<file path="src/rtl/chal_responder_if.sv">
// Byte-stream and ChaCha20 core signals of the challenge/response responder.
// master: the responder's view; slave: the UART/core side.
interface chal_responder_if;
  logic [7:0]   rx_data;
  logic         rx_valid;
  logic [7:0]   tx_data;
  logic         tx_valid;
  logic         tx_busy;
  logic         chacha_start;
  logic         chacha_ready;
  logic [95:0]  chacha_nonce;
  logic [127:0] chacha_output;
  logic         chacha_valid;
  logic         busy;
  logic         resp_done;
  logic         fmt_err;
  logic         rx_dropped;

  modport master (
    input  rx_data, rx_valid, tx_busy, chacha_ready, chacha_output, chacha_valid,
    output tx_data, tx_valid, chacha_start, chacha_nonce, busy, resp_done, fmt_err, rx_dropped
  );

  modport slave (
    output rx_data, rx_valid, tx_busy, chacha_ready, chacha_output, chacha_valid,
    input  tx_data, tx_valid, chacha_start, chacha_nonce, busy, resp_done, fmt_err, rx_dropped
  );
endinterface

</file>
<file path="src/rtl/chal_responder.sv">
// Parses "CHAL:<24 hex>\n", runs the ChaCha20 core on the nonce and answers "RESP:<32 hex>\n".
// Define RESP_CRLF_EN to terminate the response with "\r\n" instead of "\n".
module chal_responder #(
  parameter int unsigned RX_TIMEOUT = 600_000,
  parameter bit          HEX_UPPER  = 1'b1
) (
  input logic              clk,
  input logic              rst,
  chal_responder_if.master bus
);

`ifdef RESP_CRLF_EN
  localparam logic [5:0] LastIdx = 6'd39;
`else
  localparam logic [5:0] LastIdx = 6'd38;
`endif

  localparam int unsigned TimerW = (RX_TIMEOUT > 1) ? $clog2(RX_TIMEOUT + 1) : 1;

  localparam logic [7:0] ChC  = 8'h43;
  localparam logic [7:0] ChCr = 8'h0D;
  localparam logic [7:0] ChLf = 8'h0A;

  typedef enum logic [2:0] {
    StHunt, StHdr, StHex, StEol, StStart, StWait, StSend, StTxWait
  } state_e;

  state_e             state_q, state_d;
  logic [2:0]         hdr_idx_q, hdr_idx_d;
  logic [4:0]         hex_idx_q, hex_idx_d;
  logic [95:0]        nonce_q, nonce_d;
  logic [127:0]       result_q, result_d;
  logic [5:0]         tx_idx_q, tx_idx_d;
  logic [TimerW-1:0]  timer_q, timer_d;
  logic               tx_busy_prev_q;

  logic               timeout_hit;
  logic               in_line;
  logic [4:0]         hex_dec;
  logic [5:0]         nib_diff;
  logic [4:0]         nib_sel;
  logic [7:0]         tx_byte;
  logic [5:0]         tx_idx_inc;

  logic               chacha_start;
  logic               tx_valid;
  logic [7:0]         tx_data;
  logic               resp_done;
  logic               fmt_err;
  logic               busy;

  // {valid, value} of an ASCII hex digit, either case.
  function automatic logic [4:0] hex_decode(input logic [7:0] c);
    if (c >= 8'h30 && c <= 8'h39) return {1'b1, c[3:0]};
    if ((c >= 8'h41 && c <= 8'h46) || (c >= 8'h61 && c <= 8'h66)) begin
      return {1'b1, 4'(c[3:0] + 4'd9)};
    end
    return 5'b0;
  endfunction

  function automatic logic [7:0] hex_ascii(input logic [3:0] nib);
    logic [7:0] base;
    if (nib < 4'd10) base = 8'h30;
    else             base = HEX_UPPER ? 8'h37 : 8'h57;
    return base + {4'h0, nib};
  endfunction

  // Expected header character at hdr_idx; index 0 is the 'C' consumed in HUNT.
  function automatic logic [7:0] hdr_char(input logic [2:0] idx);
    case (idx)
      3'd1:    return 8'h48;
      3'd2:    return 8'h41;
      3'd3:    return 8'h4C;
      3'd4:    return 8'h3A;
      default: return ChC;
    endcase
  endfunction

  assign timeout_hit = (RX_TIMEOUT != 0) && (timer_q == TimerW'(RX_TIMEOUT));
  assign in_line     = (state_q == StHdr) || (state_q == StHex) || (state_q == StEol);
  assign hex_dec     = hex_decode(bus.rx_data);
  assign tx_idx_inc  = tx_idx_q + 6'd1;

  // Response bytes 5..36 walk the result from the most significant nibble down.
  assign nib_diff = 6'd36 - tx_idx_q;
  assign nib_sel  = nib_diff[4:0];

  always_comb begin
    tx_byte = ChLf;
    case (tx_idx_q)
      6'd0:    tx_byte = 8'h52;
      6'd1:    tx_byte = 8'h45;
      6'd2:    tx_byte = 8'h53;
      6'd3:    tx_byte = 8'h50;
      6'd4:    tx_byte = 8'h3A;
      default: begin
        if (tx_idx_q <= 6'd36) begin
          tx_byte = hex_ascii(result_q[{nib_sel, 2'b00} +: 4]);
`ifdef RESP_CRLF_EN
        end else if (tx_idx_q == 6'd37) begin
          tx_byte = ChCr;
`endif
        end else begin
          tx_byte = ChLf;
        end
      end
    endcase
  end

  always_comb begin
    state_d      = state_q;
    hdr_idx_d    = hdr_idx_q;
    hex_idx_d    = hex_idx_q;
    nonce_d      = nonce_q;
    result_d     = result_q;
    tx_idx_d     = tx_idx_q;
    timer_d      = in_line ? timer_q + TimerW'(1) : '0;
    chacha_start = 1'b0;
    tx_valid     = 1'b0;
    tx_data      = 8'h00;
    resp_done    = 1'b0;
    fmt_err      = 1'b0;

    unique case (state_q)
      StHunt: begin
        if (bus.rx_valid && bus.rx_data == ChC) begin
          hdr_idx_d = 3'd1;
          timer_d   = '0;
          state_d   = StHdr;
        end
      end

      StHdr: begin
        if (bus.rx_valid) begin
          timer_d = '0;
          if (bus.rx_data == hdr_char(hdr_idx_q)) begin
            if (hdr_idx_q == 3'd4) begin
              hdr_idx_d = 3'd0;
              hex_idx_d = 5'd0;
              state_d   = StHex;
            end else begin
              hdr_idx_d = hdr_idx_q + 3'd1;
            end
          end else begin
            fmt_err = 1'b1;
            // A stray 'C' is treated as the start of a fresh header.
            if (bus.rx_data == ChC) begin
              hdr_idx_d = 3'd1;
            end else begin
              hdr_idx_d = 3'd0;
              state_d   = StHunt;
            end
          end
        end else if (timeout_hit) begin
          fmt_err   = 1'b1;
          hdr_idx_d = 3'd0;
          state_d   = StHunt;
        end
      end

      StHex: begin
        if (bus.rx_valid) begin
          timer_d = '0;
          if (hex_dec[4]) begin
            nonce_d = {nonce_q[91:0], hex_dec[3:0]};
            if (hex_idx_q == 5'd23) begin
              hex_idx_d = 5'd0;
              state_d   = StEol;
            end else begin
              hex_idx_d = hex_idx_q + 5'd1;
            end
          end else begin
            fmt_err   = 1'b1;
            hex_idx_d = 5'd0;
            state_d   = StHunt;
          end
        end else if (timeout_hit) begin
          fmt_err   = 1'b1;
          hex_idx_d = 5'd0;
          state_d   = StHunt;
        end
      end

      StEol: begin
        if (bus.rx_valid) begin
          timer_d = '0;
          if (bus.rx_data == ChLf) begin
            state_d = StStart;
          end else if (bus.rx_data != ChCr) begin
            fmt_err = 1'b1;
            state_d = StHunt;
          end
        end else if (timeout_hit) begin
          fmt_err = 1'b1;
          state_d = StHunt;
        end
      end

      StStart: begin
        if (bus.chacha_ready) begin
          chacha_start = 1'b1;
          state_d      = StWait;
        end
      end

      StWait: begin
        if (bus.chacha_valid) begin
          result_d = bus.chacha_output;
          tx_idx_d = 6'd0;
          state_d  = StSend;
        end
      end

      StSend: begin
        if (!bus.tx_busy) begin
          tx_valid = 1'b1;
          tx_data  = tx_byte;
          state_d  = StTxWait;
        end
      end

      StTxWait: begin
        // A byte has left the UART once its busy flag falls.
        if (tx_busy_prev_q && !bus.tx_busy) begin
          if (tx_idx_inc == LastIdx) begin
            resp_done = 1'b1;
            tx_idx_d  = 6'd0;
            state_d   = StHunt;
          end else begin
            tx_idx_d = tx_idx_inc;
            state_d  = StSend;
          end
        end
      end

      default: state_d = StHunt;
    endcase
  end

  always_ff @(posedge clk) begin
    if (rst) begin
      state_q        <= StHunt;
      hdr_idx_q      <= 3'd0;
      hex_idx_q      <= 5'd0;
      nonce_q        <= 96'd0;
      result_q       <= 128'd0;
      tx_idx_q       <= 6'd0;
      timer_q        <= '0;
      tx_busy_prev_q <= 1'b0;
    end else begin
      state_q        <= state_d;
      hdr_idx_q      <= hdr_idx_d;
      hex_idx_q      <= hex_idx_d;
      nonce_q        <= nonce_d;
      result_q       <= result_d;
      tx_idx_q       <= tx_idx_d;
      timer_q        <= timer_d;
      tx_busy_prev_q <= bus.tx_busy;
    end
  end

  assign busy = !(state_q == StHunt || in_line);

  assign bus.chacha_start = chacha_start;
  assign bus.chacha_nonce = nonce_q;
  assign bus.tx_valid     = tx_valid;
  assign bus.tx_data      = tx_data;
  assign bus.resp_done    = resp_done;
  assign bus.fmt_err      = fmt_err;
  assign bus.busy         = busy;
  assign bus.rx_dropped   = busy && bus.rx_valid;

endmodule

</file>
<file path="src/flat_wrapper.sv">
// flat-port wrapper written by rule: the top's interface ports become plain ports
module chal_responder_flat 
#(
  parameter int unsigned RX_TIMEOUT = 600_000,
  parameter bit          HEX_UPPER  = 1'b1
)
  (clk, rst, bus_rx_data, bus_rx_valid, bus_tx_busy, bus_chacha_ready, bus_chacha_output, bus_chacha_valid, bus_tx_data, bus_tx_valid, bus_chacha_start, bus_chacha_nonce, bus_busy, bus_resp_done, bus_fmt_err, bus_rx_dropped);
  chal_responder_if bus_i ();
  input logic clk;
  input logic rst;
  input wire logic [$bits(bus_i.rx_data)-1:0] bus_rx_data;
  input wire logic [$bits(bus_i.rx_valid)-1:0] bus_rx_valid;
  input wire logic [$bits(bus_i.tx_busy)-1:0] bus_tx_busy;
  input wire logic [$bits(bus_i.chacha_ready)-1:0] bus_chacha_ready;
  input wire logic [$bits(bus_i.chacha_output)-1:0] bus_chacha_output;
  input wire logic [$bits(bus_i.chacha_valid)-1:0] bus_chacha_valid;
  output wire logic [$bits(bus_i.tx_data)-1:0] bus_tx_data;
  output wire logic [$bits(bus_i.tx_valid)-1:0] bus_tx_valid;
  output wire logic [$bits(bus_i.chacha_start)-1:0] bus_chacha_start;
  output wire logic [$bits(bus_i.chacha_nonce)-1:0] bus_chacha_nonce;
  output wire logic [$bits(bus_i.busy)-1:0] bus_busy;
  output wire logic [$bits(bus_i.resp_done)-1:0] bus_resp_done;
  output wire logic [$bits(bus_i.fmt_err)-1:0] bus_fmt_err;
  output wire logic [$bits(bus_i.rx_dropped)-1:0] bus_rx_dropped;
  assign bus_i.rx_data = bus_rx_data;
  assign bus_i.rx_valid = bus_rx_valid;
  assign bus_i.tx_busy = bus_tx_busy;
  assign bus_i.chacha_ready = bus_chacha_ready;
  assign bus_i.chacha_output = bus_chacha_output;
  assign bus_i.chacha_valid = bus_chacha_valid;
  assign bus_tx_data = bus_i.tx_data;
  assign bus_tx_valid = bus_i.tx_valid;
  assign bus_chacha_start = bus_i.chacha_start;
  assign bus_chacha_nonce = bus_i.chacha_nonce;
  assign bus_busy = bus_i.busy;
  assign bus_resp_done = bus_i.resp_done;
  assign bus_fmt_err = bus_i.fmt_err;
  assign bus_rx_dropped = bus_i.rx_dropped;
  chal_responder #(.RX_TIMEOUT(RX_TIMEOUT), .HEX_UPPER(HEX_UPPER)) u_core (.clk(clk), .rst(rst), .bus(bus_i));
endmodule
</file>
<file path="config.mk">
export PLATFORM = sky130hd
export DESIGN_NAME = chal_responder_flat
export DESIGN_NICKNAME = d
export VERILOG_FILES = /design/src/rtl/chal_responder_if.sv /design/src/rtl/chal_responder.sv /design/src/flat_wrapper.sv
export SDC_FILE = /design/constraint.sdc
export NUM_CORES = 1
export LEC_CHECK = 0
export ABC_AREA = 1
export CAP_MARGIN = 20
export CORE_UTILIZATION = 50
export CTS_BUF_LIST = sky130_fd_sc_hd__clkbuf_8 sky130_fd_sc_hd__clkbuf_16
export CTS_CLUSTER_DIAMETER = 100
export CTS_CLUSTER_SIZE = 20
export DETAILED_ROUTE_END_ITERATION = 6
export MAX_ROUTING_LAYER = met4
export PLACE_DENSITY = 0.79
export REMOVE_ABC_BUFFERS = 1
export SLEW_MARGIN = 20
export SYNTH_ARGS = -nofsm -noshare
export SYNTH_HDL_FRONTEND = slang
export SYNTH_SLANG_ARGS = --single-unit
export TNS_END_PERCENT = 5
</file>
<file path="constraint.sdc">
create_clock -name clk -period 4.73 [get_ports clk]
set_input_delay 0.7095 -clock clk [delete_from_list [all_inputs] [get_ports clk]]
set_output_delay 0.7095 -clock clk [all_outputs]
set_load 0.01 [all_outputs]
</file>
[Word-level counts from Yosys, hierarchy flattened]
Index checks and enable logic that the tools add are counted.
Word-level totals
  bits in registers: 262
  input port bits: 142
  output and inout bits: 110
  word-level logic and storage cells: 158
Cells by class
  $add $sub $neg: 7
  $lt $le $gt $ge: 8
  equality and inequality tests: 36
  shift-type cells: 1
  mux-type cells: 73
  reductions and logical operators: 25
Operators by type and width (number)
  indexed part select 128 x 8 -> 4 bit: 1
  2-to-1 mux 3 bit: 22
  2-to-1 mux 20 bit: 3
  2-to-1 mux 8 bit: 7
  2-to-1 mux 5 bit: 11
  one-hot mux 20 bit (2 select lines): 1
  one-hot mux 8 bit (5 select lines): 1
  one-hot mux 7 bit (4 select lines): 1
  one-hot mux 3 bit (8 select lines): 1
  adder 20 x 1 -> 20 bit (second input constant): 1
  equality test 20 bit (second input constant): 1
  2-to-1 mux 1 bit: 19
  2-to-1 mux 6 bit: 3
  >= comparator 8 x 7 -> 1 bit (second input constant): 2
  less-or-equal comparator 8 x 7 -> 1 bit (second input constant): 2
  != test 4 bit (second input constant): 4
  equality test 3 bit (second input constant): 5
  equality test 3 x 2 -> 1 bit (second input constant): 4
  equality test 6 x 2 -> 1 bit (second input constant): 2
  != test 2 bit (second input constant): 6
  one-hot mux 6 bit (2 select lines): 1
  one-hot mux 5 bit (2 select lines): 1
  AND reduction 3 bit: 3
  AND reduction 9 bit: 1
  other kinds (33): 47

[Logic depth before layout (Yosys ltp)]
Gate-level depths: netlist of the first run.
  word-level depth: 11
  depth in mapped cells: 20
  gate-level depth less buffers: 18

[Worst setup path after synthesis of the first run]
OpenSTA, ideal clock, no wires.
  kind: reg2out
  start point: reg u_core.tx_idx_q[0]
  end point: out bus_tx_data[1]
  arrival time: 3.092 ns
  data required time: 4.021 ns
  setup slack: 0.928 ns
  stages on the path, launching flop included: 16
  buffers on the path: 3
  cells stage by stage: dfxtp_1 -> inv_2 -> buf_2 -> ha_1 -> buf_2 -> inv_2 -> clkbuf_1 -> o21ai_0 -> a21oi_1 -> a211oi_1 -> o311ai_0 -> o21ai_0 -> ha_1 -> fa_1 -> nor2_1 -> a211oi_1
Between the ends
  word-level cells in the longest chain between the ends: 11
  elaborated cells between the ends (all ways): 17
  those cells by class: 2 x add/sub; 2 x order compare; 4 x eq/ne; 1 x shift; 7 x mux; 1 x reduce/logical
RTL lines
  start: declaration: line chal_responder.sv:33  | logic [5:0] tx_idx_q, tx_idx_d;
  start signal: assignment: line chal_responder.sv:256  | tx_idx_q <= tx_idx_d;
  subtractor 3 x 5 -> 5 bit: line chal_responder.sv:85  | assign nib_diff = 6'd36 - tx_idx_q;
  indexed part select 128 x 8 -> 4 bit: line chal_responder.sv:98  | tx_byte = hex_ascii(result_q[{nib_sel, 2'b00} +: 4]);
  less-than comparator 4 bit: line chal_responder.sv:63  | if (nib < 4'd10) base = 8'h30;
  2-to-1 mux 3 bit: line chal_responder.sv:63
  2-to-1 mux 8 bit: line chal_responder.sv:97  | if (tx_idx_q <= 6'd36) begin
  2-to-1 mux 8 bit: line chal_responder.sv:90  | case (tx_idx_q)
  adder 8 x 4 -> 8 bit: line chal_responder.sv:65  | return base + {4'h0, nib};
  2-to-1 mux 8 bit: line chal_responder.sv:97
  one-hot mux 8 bit (5 select lines) (*): line chal_responder.sv:90
  2-to-1 mux 8 bit (*): line chal_responder.sv:215  | if (!bus.tx_busy) begin
  2-to-1 mux 8 bit (*): line chal_responder.sv:124  | unique case (state_q)
  end: declaration: line flat_wrapper.sv:17  | output wire logic [$bits(bus_i.tx_data)-1:0] bus_tx_data;
Mark *: on every way between the ends. The rest lies on a longest branch, timed or not. The select of a mux whose other input is x is not followed.

[Worst setup path in the final report of the first run]
  start point: reg u_core.tx_idx_q[1]
  end point: out bus_tx_data[3]
Same word-level chain as after synthesis.

==> results of run 1 <==
==> repair_timing <==
action                     CTS  global route
pin swaps                    1             0
resized for setup            8            11
cloned                       1             1
setup endpoints to repair    4             4
buffers inserted             4             0
==> final cells by class <==
type,count,area (um^2)
Fill cell,2109,8320
Multi-Input combinational cell,1208,5770
Sequential cell,262,5250
Timing Repair Buffer,268,2730
Inverter,121,467
Clock buffer,18,439
Tap cell,319,399
Clock inverter,2,25.0
Antenna cell,1,2.50
==> sequential cells by signal, indices dropped and copies added (netlist names) <==
register and flops:
u_core.result_q 128, u_core.timer_q 20, u_core.hdr_idx_q 3, u_core.bus.chacha_nonce 96, u_core.state_q 3, u_core.tx_idx_q 6, u_core.tx_busy_prev_q 1, u_core.hex_idx_q 5
==> critical path, stage by stage (launching register included) <==
cell,delay [ns]
dfxtp_2,0.37
inv_1,0.10
ha_4,0.36
bufbuf_16,0.31
nand3_1,0.08
nand3_1,0.08
nand3_1,0.08
nand2_1,0.10
nand2_1,0.06
nand2_2,0.15
nand3_2,0.11
nand2_2,0.13
ha_1,0.24
a21oi_1,0.17
nand2_1,0.09
nand2_2,0.08
nand2_1,0.05
a21boi_1,0.18
clkdlybuf4s50_1,0.57
==> metrics by stage <==
step	instance area (um^2)	utilization (%)	power [uW]	cells	hold WS (ns)
global route	15100	64.5	4000	2199	0.473
floorplan	11400	-	2340	1591	0.426
detailed placement	14500	61.8	2500	2172	0.442
CTS	15000	64.2	3910	2197	0.460
finish	15100	64.5	3870	2199	0.458
global placement	14500	61.8	2500	2172	0.439
==> layer usage <==
layer / share of wire (%) / up-vias / wire (um)
met3: 6.3 / 64 / 1970
met5: 0 / - / 0
li1: - / 5873 / -
met4: 2.8 / 0 / 869
met2: 47 / 371 / 14900
met1: 44 / 5270 / 13700
==> cell families after synthesis <==
| kind of cell | Yosys count | share of synthesized area (%) |
|---|---|---|
| fa+ha+maj | 20 | 2.16 |
| simple gates | 789 | 28.2 |
| flops | 262 | 44.0 |
| other cells | 1 | 0.0315 |
| compound gates | 385 | 16.9 |
| buf+inv | 224 | 7.81 |
| xor+xnor | 13 | 0.955 |
==> worst paths after layout <==
| check | start | endpoint | slack (ns) | cells past startpoint |
|---|---|---|---|---|
| setup / recovery | u_core.tx_idx_q[1] | bus_tx_data[3] | 0.21 | 18 |
| hold / removal | u_core.result_q[107] | u_core.result_q[107] | 0.46 | 2 |
| setup reg to reg | u_core.state_q[2] | u_core.result_q[36] | 2.00 | 7 |
| hold reg to reg | u_core.result_q[107] | u_core.result_q[107] | 0.46 | 2 |
==> power by group through the flow <==
| stage | clock (uW) | sequential, uW | combinational, uW |
|---|---|---|---|
| floorplan | 0 | 2260 | 80.9 |
| global placement | 0 | 2260 | 240 |
| detailed placement | 0 | 2260 | 242 |
| CTS | 1460 | 2210 | 244 |
| global route | 1530 | 2210 | 268 |
| finish | 1410 | 2210 | 243 |
==> cell usage in the layout (no fill, tap or decap), drive strengths merged <==
cell / n
inv: 123
nor2: 250
conb: 1
buf: 17
nand2: 380
o22ai: 2
fa: 1
ha: 19
nand4: 13
nand3b: 3
o21a: 2
a31oi: 3
nor3: 13
nor3b: 1
o311ai: 3
diode: 1
a211oi: 10
o211ai: 3
o31ai: 1
a21oi: 178
a21boi: 3
a311oi: 1
nand3: 120
o21ai: 177
clkdlybuf4s50: 245
bufbuf: 1
dlymetal6s2s: 2
nor4: 6
clkbuf: 19
dlygate4sd2: 2
xor2: 13
a22oi: 2
dfxtp: 262
or2: 3
==> summary.txt, run 1 <==
Timing
  • Setup TNS: 0 ns
  • Crit share post-route: 95.6%
  • Final Setup Violations: 0
  • Final worst setup slack: 0.207 ns
  • Worst slew pin tran: 0.805 ns
  • RSZ-0062 raised after global routing: no
  • Setup Skew: 0.0230 ns
  • Max Slew Vio Count: 0
  • Relative slew slack: 46.3%
  • Final Hold Fails: 0
  • FMAX: 221 MHz
  • Tmin final: 4.52 ns

Power
  • NetSw: 855 uW
  • Clock power share: 36.6%
  • Pwr Density: 256 nW/um^2
  • Comb pwr share: 6.3%
  • Reg power frac: 57.1%
  • Sw Ratio: 22.1%
  • Leak: 0.00544 uW
  • Max VDD drop: 176 uV
  • Internal power: 3010 uW

Routing
  • Drt via density: 5.27
  • DRC: 0
  • Pre-Repair DR Iteration Count: 5
  • WL/cell: 14.3 um
  • Routed vias: 11578
  • Initial DRC count: 952
  • Final Routed Wirelength: 31500 um
  • Routed Antenna Nets: 0

Yosys
  • Flops & latches, synth: 262
  • Post-synthesis sequential area ratio: 44.0%
  • Post-Syn Area: 11900 um^2
  • Commonest cells post-synth: nand2_1 (368), dfxtp_1 (262), nor2_1 (240)
  • Top-count cell post-synth: nand2_1
  • Ys async rst share: 0%
  • Yosys warnings: 0
  • Avg Cell Area, Syn: 7.04 um^2
  • Post-synthesis cell type count: 50
  • Dominant cell type by area after synthesis: dfxtp_1
  • Synth top area cells: dfxtp_1 (44%), nand2_1 (12%), nor2_1 (7.6%)
  • Main synth FF type: dfxtp_1
  • Top cell type's share of synthesized area: 44.0%
  • Post-synth EDFFs: 0
  • Synth Instances: 1694

Global routing
  • GRT Residual Overflow: 0
  • GRT Resource Usage Total: 25.5%
  • Antenna violations before repair: 1
  • Met2 GRT Util: 42.1%
  • Grt met1 use: 32.3%
  • Largest net degree at the start of global routing: 97
  • Vias in the first global route: 10336
  • Global-route wire length before repair: 49600 um
  • Met3 GRT Util: 3.38%
  • Global route hottest layer: met2

Clock network
  • Clock Sinks: 262
  • H-tree depth: 1
  • Clock root cell: clkbuf_16
  • CTS tree: built
  • Skew-Pair Late Insertion Delay: 0.50 ns
  • Maximum clock insertion buffer count: 3
  • Clock-pin slew on the worst setup and hold paths: 0.08 ns
  • TritonCTS Buffers: 17
  • Hold-fix buffers at CTS: 0

Final layout
  • Synth-to-layout area growth: 26.5%
  • Layout cells sized above 1: 5.22%
  • Nets: 2040

Worst setup path
  • Worst EP arrival: 3.81 ns
  • Setup Crit Path Kind: reg2out
  • CP startpoint kind: flip-flop
  • Worst Path Required: 4.02 ns
  • Worst Path Max Fanout: 16
  • Crit end category: primary output

Status
  • Outcome: completed

Job
  • Max-cap viol count: 0

Die
  • Die footprint: 24500 um^2
  • # rows: 56
  • Num ports: 252
  • Core Area: 23400 um^2
  • Chip Height: 156 um
  • Die W: 156 um
  • Initial core utilization: 50.9%

Placed design
  • GP Congestion: 0.988
  • Post-detail-place hpwl: 21500 um
  • Port Buffers: 250
  • Pre-CTS setup slack: 0.305 ns

Hold path
  • Hold WC Path Type: reg2reg
Power figures use the tool's default switching activity.
==> run 2, diff against run 1 <==
- CTS_CLUSTER_DIAMETER: 100 -> unset
- PLACE_DENSITY: 0.79 -> 0.83
==> summary.txt, run 2 (synthesis gave the netlist of run 1 again) <==
Status
  • Outcome: finished, violations left
  • Failing checks: setup timing

Hold path
  • Hold Crit Depth: 2
  • Hold WC Path Type: reg2reg

Global routing
  • Global-route wire length before repair: 50400 um
  • GRT Resource Usage Total: 25.9%
  • Vias in the first global route: 10716
  • GRT Residual Overflow: 0
  • Antenna violations before repair: 0
  • Largest net degree at the start of global routing: 117

Clock network
  • Clock root cell: clkbuf_16
  • Clock Sinks: 262
  • Skew-Pair Late Insertion Delay: 0.54 ns
  • H-tree depth: 1
  • Maximum clock insertion buffer count: 3
  • CTS tree: built
  • TritonCTS Buffers: 27
  • Clock-pin slew on the worst setup and hold paths: 0.06 ns

Final layout
  • Nets: 2049
  • Final instance area: 15500 um^2
  • Synth-to-layout area growth: 30.3%
  • Max FFs per register: 128
  • Commonest non-fill, non-tap cell in the layout: nand2_1
  • Most frequent cells in the layout: nand2_1 (367), dfxtp_1 (260), clkdlybuf4s50_1 (245), nor2_1 (240), a21oi_1 (176)
  • Biggest register: u_core.result_q
  • Layout cells sized above 1: 6.40%
  • N_diodes: 0

Timing
  • Final Hold Fails: 0
  • Final worst setup slack: -0.0168 ns
  • FMAX: 211 MHz
  • Setup TNS: -0.0168 ns
  • Tmin final: 4.75 ns
  • Crit share post-route: 100%
  • Final Setup Violations: 1
  • Setup Skew: 0.00936 ns
  • RSZ-0062 raised after global routing: yes
  • Max Slew Vio Count: 0
  • Relative slew slack: 32.0%
  • Worst slew pin tran: 1.02 ns

Die
  • Die footprint: 24500 um^2
  • Chip Height: 156 um
  • Core Area: 23400 um^2
  • Num ports: 252
  • Initial core utilization: 50.9%
  • # rows: 56
  • Die W: 156 um

Worst setup path
  • Critical Path Max Stage Delay: 0.56 ns
  • WP buf/inv: 3
  • Worst EP arrival: 4.04 ns
  • Worst-path cell with the longest stage delay: clkdlybuf4s50_1
  • Crit path cell chain: inv_1, ha_2, buf_8, nand3_1, nand3_1, nand3_1, nand3_1, nand2_2, nand3_2, nand2_2, ha_1, fa_1, nand3_1, nand3_1, a21oi_2, clkdlybuf4s50_1
  • Worst Path Required: 4.02 ns
  • Worst r2r path cells: 7
  • CP startpoint kind: flip-flop
  • Crit end category: primary output
  • CP Depth: 16
  • Worst Path Max Fanout: 32
  • Setup Crit Path Kind: reg2out
  • Worst path top cell family by delay: simple AND/OR/NAND/NOR gates
  • Most common cell on crit path: nand3_1

Routing
  • WL/cell: 14.5 um
  • Initial DRC count: 908
  • Pre-Repair DR Iteration Count: 5
  • Routed Antenna Nets: 0
  • Drt via density: 5.32
  • Routed vias: 11832
  • Final Routed Wirelength: 32300 um
  • DRC: 0

Power
  • Leak: 0.00568 uW
  • Pwr Density: 306 nW/um^2
  • Max VDD drop: 214 uV

Placed design
  • Port Buffers: 250
  • Post-DP Area: 14500 um^2
  • GP Congestion: 0.964
  • Post-detail-place hpwl: 21900 um

Job
  • Max-cap viol count: 0
-- run 2: tightest hold or removal path, stage by stage (launching register included) --
cell and delay [ns]:
dfxtp_1 0.30, inv_1 0.05, a21oi_1 0.05
-- run 2: per-stage QoR --
stage,std cells,worst slack (ns),utilization (%),total power (uW),hold slack (ns)
final,2224,-0.0168,66.4,4750,0.450
after global routing,2224,-0.132,66.4,4890,0.463
after CTS,2223,0.0206,66.2,4780,0.451
after detailed placement,2173,0.350,61.8,2500,0.442
after global placement,2173,0.453,61.8,2500,0.436
after floorplan,1591,-1.37,-,2340,0.426
-- run 2: layout make-up --
| cell class | count | area, um^2 |
|---|---|---|
| multi-input cells | 1208 | 5760 |
| inverters | 121 | 463 |
| fillers | 1993 | 7870 |
| flip-flops and latches | 262 | 5250 |
| clock buffers | 31 | 731 |
| well taps | 319 | 399 |
| repair buffers | 267 | 2700 |
| clock inverters | 16 | 235 |
-- run 2: timing repair --
action,in CTS,in global routing
pin swaps,1,1
cloned,0,1
hold buffers,0,0
resized for setup,9,9
buffers inserted,3,0
setup endpoints to repair,6,5
endpoints found under the hold margin,0,0
-- run 2: worst paths after layout --
kind                               to          startpoint  slack (ns)
hold reg to reg    u_core.result_q[0]  u_core.result_q[0]        0.45
hold / removal     u_core.result_q[0]  u_core.result_q[0]        0.45
setup reg to reg  u_core.result_q[24]   u_core.state_q[1]        1.90
setup / recovery       bus_tx_data[4]  u_core.tx_idx_q[1]       -0.02
-- run 2: per-layer routing --
layer | up-vias | wire length, um | share of wire, % | global-route usage, %
met5 | - | 0 | 0 | -
met4 | 0 | 1030 | 3.2 | 9.52
met3 | 79 | 2030 | 6.3 | 3.79
met2 | 390 | 15400 | 48 | 43.3
met1 | 5460 | 13800 | 43 | 31.7
li1 | 5903 | - | - | -
-- run 2: report_power, final --
group	internal, uW	total [uW]	switching [uW]
Combinational	134	244	110
Sequential	2210	2210	3.79
Clock	1390	2290	907
